### src/rtl/pipe_hazard_unit.sv
// Hazard unit for the 5-stage MIPS pipeline: load-use stall, redirect flush,
// EX operand forwarding selects and saturating stall/flush debug counters.
//
// Ports:
//   clk, rst        rising-edge clock, synchronous active-high reset
//   hold            freeze shadow regs and counters
//   id_*            control word of the instruction now in ID
//   ex_redirect     taken branch/jump resolved in EX this cycle
//   stall, flush    pipeline control (combinational)
//   fwd_a, fwd_b    EX operand source: 00 regfile, 01 EX/MEM, 10 MEM/WB
//   stall_cnt       saturating count of advancing cycles with stall=1
//   flush_cnt       saturating count of advancing cycles with flush=1
module pipe_hazard_unit #(
  parameter int CNT_W = 32
) (
  input  logic             clk,
  input  logic             rst,
  input  logic             hold,
  input  logic             id_valid,
  input  logic [4:0]       id_rs,
  input  logic [4:0]       id_rt,
  input  logic             id_read_rs,
  input  logic             id_read_rt,
  input  logic             id_reg_write,
  input  logic [4:0]       id_dst,
  input  logic             id_is_load,
  input  logic             ex_redirect,
  output logic             stall,
  output logic             flush,
  output logic [1:0]       fwd_a,
  output logic [1:0]       fwd_b,
  output logic [CNT_W-1:0] stall_cnt,
  output logic [CNT_W-1:0] flush_cnt
);

  typedef struct packed {
    logic       v;
    logic       rw;
    logic [4:0] dst;
    logic       ld;
    logic [4:0] rs;
    logic [4:0] rt;
    logic       rrs;
    logic       rrt;
  } ex_ent_t;

  typedef struct packed {
    logic       v;
    logic       rw;
    logic [4:0] dst;
    logic       ld;
  } wb_ent_t;

  localparam logic [CNT_W-1:0] CNT_ONE = {{(CNT_W-1){1'b0}}, 1'b1};

  ex_ent_t ex_q;
  ex_ent_t ex_nxt;
  wb_ent_t mem_q;
  wb_ent_t wb_q;

  function automatic logic writes(
    input logic       v,
    input logic       rw,
    input logic [4:0] dst,
    input logic [4:0] r
  );
    return v & rw & (dst == r) & (r != 5'd0);
  endfunction

  logic ex_hit;
  logic a_mem, a_wb;
  logic b_mem, b_wb;

  assign flush  = ex_redirect;
  assign ex_hit = (id_read_rs & writes(ex_q.v, ex_q.rw, ex_q.dst, id_rs))
                | (id_read_rt & writes(ex_q.v, ex_q.rw, ex_q.dst, id_rt));
  assign stall  = id_valid & ex_q.ld & ex_hit & ~flush;

  // A load in MEM has no data yet; the stall keeps its consumer one slot
  // further back, so such a match falls through to the WB check.
  assign a_mem = ex_q.rrs & ~mem_q.ld
               & writes(mem_q.v, mem_q.rw, mem_q.dst, ex_q.rs);
  assign a_wb  = ex_q.rrs & writes(wb_q.v, wb_q.rw, wb_q.dst, ex_q.rs);
  assign b_mem = ex_q.rrt & ~mem_q.ld
               & writes(mem_q.v, mem_q.rw, mem_q.dst, ex_q.rt);
  assign b_wb  = ex_q.rrt & writes(wb_q.v, wb_q.rw, wb_q.dst, ex_q.rt);

  always_comb begin
    fwd_a = 2'b00;
    unique case (1'b1)
      a_mem:          fwd_a = 2'b01;
      a_wb & ~a_mem:  fwd_a = 2'b10;
      default:        fwd_a = 2'b00;
    endcase
  end

  always_comb begin
    fwd_b = 2'b00;
    unique case (1'b1)
      b_mem:          fwd_b = 2'b01;
      b_wb & ~b_mem:  fwd_b = 2'b10;
      default:        fwd_b = 2'b00;
    endcase
  end

  always_comb begin
    ex_nxt = '0;
    if (id_valid & ~stall & ~flush) begin
      ex_nxt.v   = 1'b1;
      ex_nxt.rw  = id_reg_write;
      ex_nxt.dst = id_dst;
      ex_nxt.ld  = id_is_load;
      ex_nxt.rs  = id_rs;
      ex_nxt.rt  = id_rt;
      ex_nxt.rrs = id_read_rs;
      ex_nxt.rrt = id_read_rt;
    end
  end

  always_ff @(posedge clk) begin
    if (rst) begin
      ex_q      <= '0;
      mem_q     <= '0;
      wb_q      <= '0;
      stall_cnt <= '0;
      flush_cnt <= '0;
    end else if (!hold) begin
      wb_q      <= mem_q;
      mem_q.v   <= ex_q.v;
      mem_q.rw  <= ex_q.rw;
      mem_q.dst <= ex_q.dst;
      mem_q.ld  <= ex_q.ld;
      ex_q      <= ex_nxt;
      if (stall && stall_cnt != '1)
        stall_cnt <= stall_cnt + CNT_ONE;
      if (flush && flush_cnt != '1)
        flush_cnt <= flush_cnt + CNT_ONE;
    end
  end

endmodule

### config.mk
export PLATFORM = sky130hd
export DESIGN_NAME = pipe_hazard_unit
export DESIGN_NICKNAME = d
export VERILOG_FILES = /design/src/rtl/pipe_hazard_unit.sv
export SDC_FILE = /design/constraint.sdc
export NUM_CORES = 1
export LEC_CHECK = 0
export CAP_MARGIN = 25
export CORE_MARGIN = 2
export CORE_UTILIZATION = 53
export DETAILED_ROUTE_END_ITERATION = 8
export PLACE_DENSITY = 0.83
export SYNTH_ARGS = -nofsm -noshare
export SYNTH_HDL_FRONTEND = slang
export SYNTH_SLANG_ARGS = --single-unit
### constraint.sdc
create_clock -name clk -period 5 [get_ports clk]
set_input_delay 1 -clock clk [delete_from_list [all_inputs] [get_ports clk]]
set_output_delay 1 -clock clk [all_outputs]
set_load 0.1 [all_outputs]
==> results of run 1 <==
layer usage:
metal	vias to the layer above	global-route usage, %
met5	-	0
met4	0	8.114
met3	24	5.362
met2	156	39.03
met1	2127	32.67
li1	2184	-
power by group:
part	leakage (nW)	internal, mW	switching, mW	total, mW
Clock	0.104	0.235	0.287	0.522
Sequential	0.799	0.794	0.00835	0.803
Combinational	1.23	0.0379	0.0539	0.0918
worst reg2reg max path, cell delays in order (launching register included):
cell and delay, ps:
dfxtp_1 440, nand4_1 250, nor4_1 470, nand4_1 790, nand4_1 400, xor2_1 180
nor2_1 60
Yosys cell counts (10+ instances only):
cell type | instances | area, um^2
xor2_1 | 43 | 376.6
nand3_1 | 29 | 145.1
nor2b_1 | 10 | 62.56
o21ai_0 | 11 | 55.05
a21oi_1 | 27 | 135.1
nor3_1 | 11 | 55.05
mux2i_1 | 15 | 150.1
clkbuf_1 | 24 | 90.09
dfxtp_1 | 99 | 1982
o31ai_1 | 18 | 135.1
nand2_1 | 21 | 78.83
or4_1 | 21 | 157.7
nor4_1 | 14 | 87.58
a22o_1 | 19 | 166.4
nand4_1 | 32 | 200.2
xnor2_1 | 15 | 131.4
nor2_1 | 63 | 236.5
worst paths after layout:
path                   end  cells past startpoint          start  slack [ps]
max               fwd_b[1]                      5        ex_q[6]        1020
min                ex_q[0]                      1        ex_q[0]         480
max reg2reg  flush_cnt[25]                      6  flush_cnt[18]        2280
min reg2reg        ex_q[0]                      1        ex_q[0]         480
logic make-up (layout without fill, tap and decap cells):
logic type / count (synthesis) / in the layout / share of synthesized area [%]
fa+ha+maj: 2 / 2 / 0.5138
buf+inv: 40 / 125 / 3.340
xor+xnor: 58 / 58 / 10.43
simple gates: 245 / 245 / 28.52
mux: 22 / 22 / 4.702
flops: 99 / 99 / 40.70
compound gates: 84 / 84 / 11.79
through the flow:
step / setup slack [ps] / utilization, % / hold slack, ps / area (um^2)
final: 1019 / 69.22 / 480.9 / 6096
after global routing: 910.2 / 69.22 / 494.5 / 6096
after CTS: 1006 / 69.10 / 478.7 / 6085
after detailed placement: 927.5 / 66.84 / 454.9 / 5886
after global placement: 1079 / 66.84 / 453.8 / 5886
after floorplan: 377.5 / - / 436.1 / 4882
final cells by class:
class | instances | area [um^2] | area share, %
Clock buffer | 9 | 123.9 | 2.032
Clock inverter | 7 | 75.07 | 1.232
Inverter | 8 | 30.03 | 0.4926
Multi-Input combinational cell | 411 | 2750 | 45.11
Sequential cell | 99 | 1982 | 32.51
Tap cell | 108 | 135.1 | 2.217
Timing Repair Buffer | 101 | 999.7 | 16.40
flip-flops by register name, indices dropped and copies added (netlist names):
name	cells
ex_q	20
flush_cnt	32
mem_q	8
stall_cnt	32
wb_q	7
==> impl_results.md, run 1 <==
- Number of H-tree levels: 3
- Top delay family on crit path: buffers and inverters
- PortBufs: 93
- Final hold vios: 0
- Met3 wire length: 718 um
- CP arrival: 2980 ps
- #FFs+latches synth: 99
- Remaining Overflow, GRT: 0
- Mapped cell area: 4870 um^2
- WL met2: 5597 um
- Setup CP Type: reg -> out
- Via density: 6.044
- Main synth FF type: dfxtp_1
- Post-route ant nets: 0
- CTS Buf Count: 9
- Cells after Synth: 550
- Critical path buffers and inverters: 1
- Post-synthesis sequential area ratio: 40.70%
- Slew Viols, Final: 0
- Root buf cell: clkbuf_8
- Synth async-reset ratio: 0%
- Max Cap Violations: 0
- # diodes: 0
- Highest Signal Layer: met4
- Worst setup SP type: flip-flop
- Starting Density: 55.30%
- Critical path peak fanout: 4
- Vias in the first global route: 4193
- YS warnings: 0
- PD cells: 232.4 nW/um^2
- Maximum clock path buffer count: 2
- Synth cell types: 49
- Routability Congestion: 0.8876
- Final period utilization: 79.62%
- Cts repair resizes: 0
- Largest stage delay, worst path: 1160 ps
- Slew @ Worst Pin: 1006 ps
- Initial antenna violation count: 0
- Total track usage: 24.31%
- Die footprint: 9971 um^2
- Final min period: 3981 ps
- Post-synth EDFFs: 0
- Max-Slew Margin vs Limit: 32.69%
- Routed len/inst: 16.14 um
- Outcome: complete, no violations
- Setup violations, final: 0
- Largest net degree at the start of global routing: 89
- Synthesized Nets: 576
- CTS tree: done
- First-pass GRT wire length: 19930 um
- Critical path, cell by cell: or4_1, o21ai_0, nor4_2, nor3_1, clkdlybuf4s50_1
- Avg Cell Area, Syn: 8.854 um^2
- Worst ir drop on vdd: 0.1787 mV
- Critical path required time: 4000 ps
- RSZ-0062 raised after global routing: no
- M1 WL: 5415 um
- Layout net count: 656
- Routed WL: 12000 um
- IO Pins: 94
- Number of fill cells: 702
- DR vias: 4491
- First-pass detailed-route iteration total: 5
- Placed instance count: 726
- Die Ht: 99.86 um
- Layout overhead on the synthesized area: 25.18%
- Layout Cells excl Fill: 743
- Drt drc: 0
- Post-DP HPWL: 8330 um
- CTS Sinks: 99
- Hold Path Class: reg -> reg
- Max frequency: 0.2512 GHz
- Reg clk slew, reported paths: 100 ps
- Setup repair bufs after CTS: 0
- P_leak: 2.131 nW
- Tot Pwr: 1.417 mW
- CP max-delay cell: clkdlybuf4s50_1
- Share of cells above drive strength 1: 7.402%
- Setup Skew: 14.53 ps
- Die Width: 99.86 um
- Setup total negative slack: 0 ps
- Commonest non-fill, non-tap cells in the layout: dfxtp_1 (99), clkdlybuf4s50_1 (91), nor2_1 (63)
- Cts hold-fix bufs: 0
- Clock insertion delay at the later pin of the skew report: 360 ps
- Critical path capture point type: output pin
- Core Rows: 34
- Core Area: 8806 um^2
- Commonest non-fill, non-tap cell in the layout: dfxtp_1
- Initial DRC Count: 212
(Power assumes the default switching activity.)
==> run 2, diff against run 1 <==
Settings changed: CORE_UTILIZATION 53 to 47, PLACE_DENSITY 0.83 to 0.78.
Clock period 5 ns to 3.4 ns, I/O delays scaled along.
==> impl_results.md, run 2 (synthesis results as in run 1) <==
- DR vias: 4460 (-0.69%)
- Hold Path Class: reg -> reg
- RSZ-0062 raised after global routing: no
- Setup Skew: 16.38 ps (+1.856 ps)
- CTS Sinks: 99 (unchanged)
- IO Pins: 94 (unchanged)
- Post-DP HPWL: 8632 um (+3.6%)
- Vias in the first global route: 4048 (-3.5%)
- Starting Density: 47.81% (-7.5 points)
- Worst setup SP type: input pin
- Post-route ant nets: 0 (unchanged)
- Fin Hold WS: 490.2 ps (+9.318 ps)
- Via density: 5.740 (-5.0%)
- Root buf cell: clkbuf_8
- Initial DRC Count: 170 (-20%)
- Worst ir drop on vdd: 0.1620 mV (-9.4%)
- Setup CP Type: in -> out
- Routed WL: 12000 um (about the same)
- CTS tree: done
- Setup repair bufs after CTS: 0 (unchanged)
- Reg2Reg Setup Slack: 990 ps (-1290 ps)
- First-pass detailed-route iteration total: 4 (-1)
- Max-Slew Margin vs Limit: 35.48% (+2.8 points)
- Slew Viols, Final: 0 (unchanged)
- Maximum clock path buffer count: 2 (unchanged)
- FF-to-FF Start: ex_q[13]
- Die footprint: 11190 um^2 (+12%)
- CP arrival: 2490 ps (-490 ps)
- Layout net count: 661 (+0.76%)
- Core Rows: 37 (+8.8%)
- Commonest non-fill, non-tap cells in the layout: dfxtp_1 (99), buf_4 (79), nor2_1 (63)
- Setup violations, final: 0 (unchanged)
- Layout Cells excl Fill: 777 (+4.6%)
- Clock insertion delay at the later pin of the skew report: 370 ps (about the same)
- CTS Buf Count: 9 (unchanged)
- PortBufs: 93 (unchanged)
- Core Area: 10180 um^2 (+16%)
- Max Cap Violations: 0 (unchanged)
- Critical path capture point type: output pin
- Drt drc: 0 (unchanged)
- Number of H-tree levels: 3 (unchanged)
- Final period utilization: 93.18%
- Die Ht: 105.8 um (+5.9%)
- Initial antenna violation count: 1 (+1)
- Share of cells above drive strength 1: 18.91% (+12 points)
- Cts hold-fix bufs: 0 (unchanged)
- Max frequency: 0.3157 GHz
- Setup total negative slack: 0 ps (unchanged)
- Routability Congestion: 0.8441 (-4.9%)
- Critical path required time: 2720 ps (-1280 ps)
- Critical path peak fanout: 4 (unchanged)
- Die Width: 105.8 um (+5.9%)
- Reg clk slew, reported paths: 110 ps (about the same)
- Total track usage: 21.13% (-3.2 points)
- Slew @ Worst Pin: 964.8 ps (-41.69 ps)
- WHS Endpoint: ex_q[0]
- Largest net degree at the start of global routing: 43 (-52%)
- Final hold vios: 0 (unchanged)
- Cts repair resizes: 0 (unchanged)
- P_leak: 2.280 nW (+7.0%)
- Number of fill cells: 935 (+33%)
- Outcome: complete, no violations
- Placed instance count: 760 (+4.7%)
- Largest regs: flush_cnt: 32 flops, stall_cnt: 32 flops, ex_q: 20 flops
- Worst hold path startpoint: ex_q[0]
- Tot Pwr: 2.030 mW (+43%)
- Routed len/inst: 15.45 um (-4.3%)
- Reg2Reg Depth: 7 (+1)
- Remaining Overflow, GRT: 0 (unchanged)
- PD cells: 337.1 nW/um^2 (+45%)
- Hold depth: 1 (unchanged)
- Layout overhead on the synthesized area: 23.64%
- Commonest non-fill, non-tap cell in the layout: dfxtp_1
- First-pass GRT wire length: 19430 um (-2.5%)
- Final min period: 3168 ps
- Worst r2r dst: stall_cnt[5]
## run 2: changes by cell type in the layout (fill, tap and decap cells not counted), moves of 2 or more
cell / change
buf_4: +72
clkdlybuf4s50_1: -67
inv_6: +2
nor3_1: -2
nor3_2: +2
nor4_2: -2
nor4_4: +2
## run 2: how the worst max path moves through the flow
stage                start            to  depth (start not counted)
2_1_floorplan      ex_q[8]      fwd_a[1]                          4
3_3_place_gp   ex_redirect  stall_cnt[5]                          8
3_5_place_dp   ex_redirect  stall_cnt[5]                          8
4_1_cts        ex_redirect         stall                          7
5_1_grt        ex_redirect         stall                          7
6_report       ex_redirect         stall                          7
## run 2: area by class of cell
cell class                 instances  area, um^2  area share (%)
clock buffer                       9       123.9           2.057
inverter                           8       30.03          0.4988
clock inverter                     7       56.30          0.9352
tap                              136       170.2           2.826
multi-input combinational        411        2778           46.13
sequential                        99        1982           32.92
antenna                            1       2.502         0.04156
timing repair buffer             106       878.3           14.59
## run 2: where the power goes
part	internal (mW)	switching, mW	total (mW)
clock	0.277	0.436	0.713
sequential	1.17	0.0119	1.18
combinational	0.0574	0.0800	0.137
## run 2: stage by stage
stage                     setup WS [ps]  area, um^2  util (%)
final                             232.0        6021     59.12
after global routing              149.7        6021     59.12
after global placement            227.6        5838     57.32
after detailed placement          121.0        5838     57.32
after CTS                         208.9        6018     59.09
after floorplan                  -3.050        4910         -
## run 2: worst max-delay path, cell delays in order
cell,delay [ps]
clkdlybuf4s50_1,410
nand2b_1,190
or2_1,280
a2111oi_2,410
a31oi_4,160
inv_1,160
buf_12,190
## run 2: per-layer routing
layer / up-vias / track usage, % / routed length (um) / share of wire (%)
met5: - / 0 / 0 / 0
met4: 0 / 7.801 / 145 / 1.2
met3: 11 / 3.278 / 620 / 5.2
met2: 131 / 34.65 / 5842 / 49
met1: 2121 / 28.12 / 5394 / 45
li1: 2197 / - / - / -
==> run 3, diff against run 2 <==
Settings changed: SLEW_MARGIN set to 5.
==> results of run 3 <==
No change in the layout: final DEF, timing and power equal those of run 2.
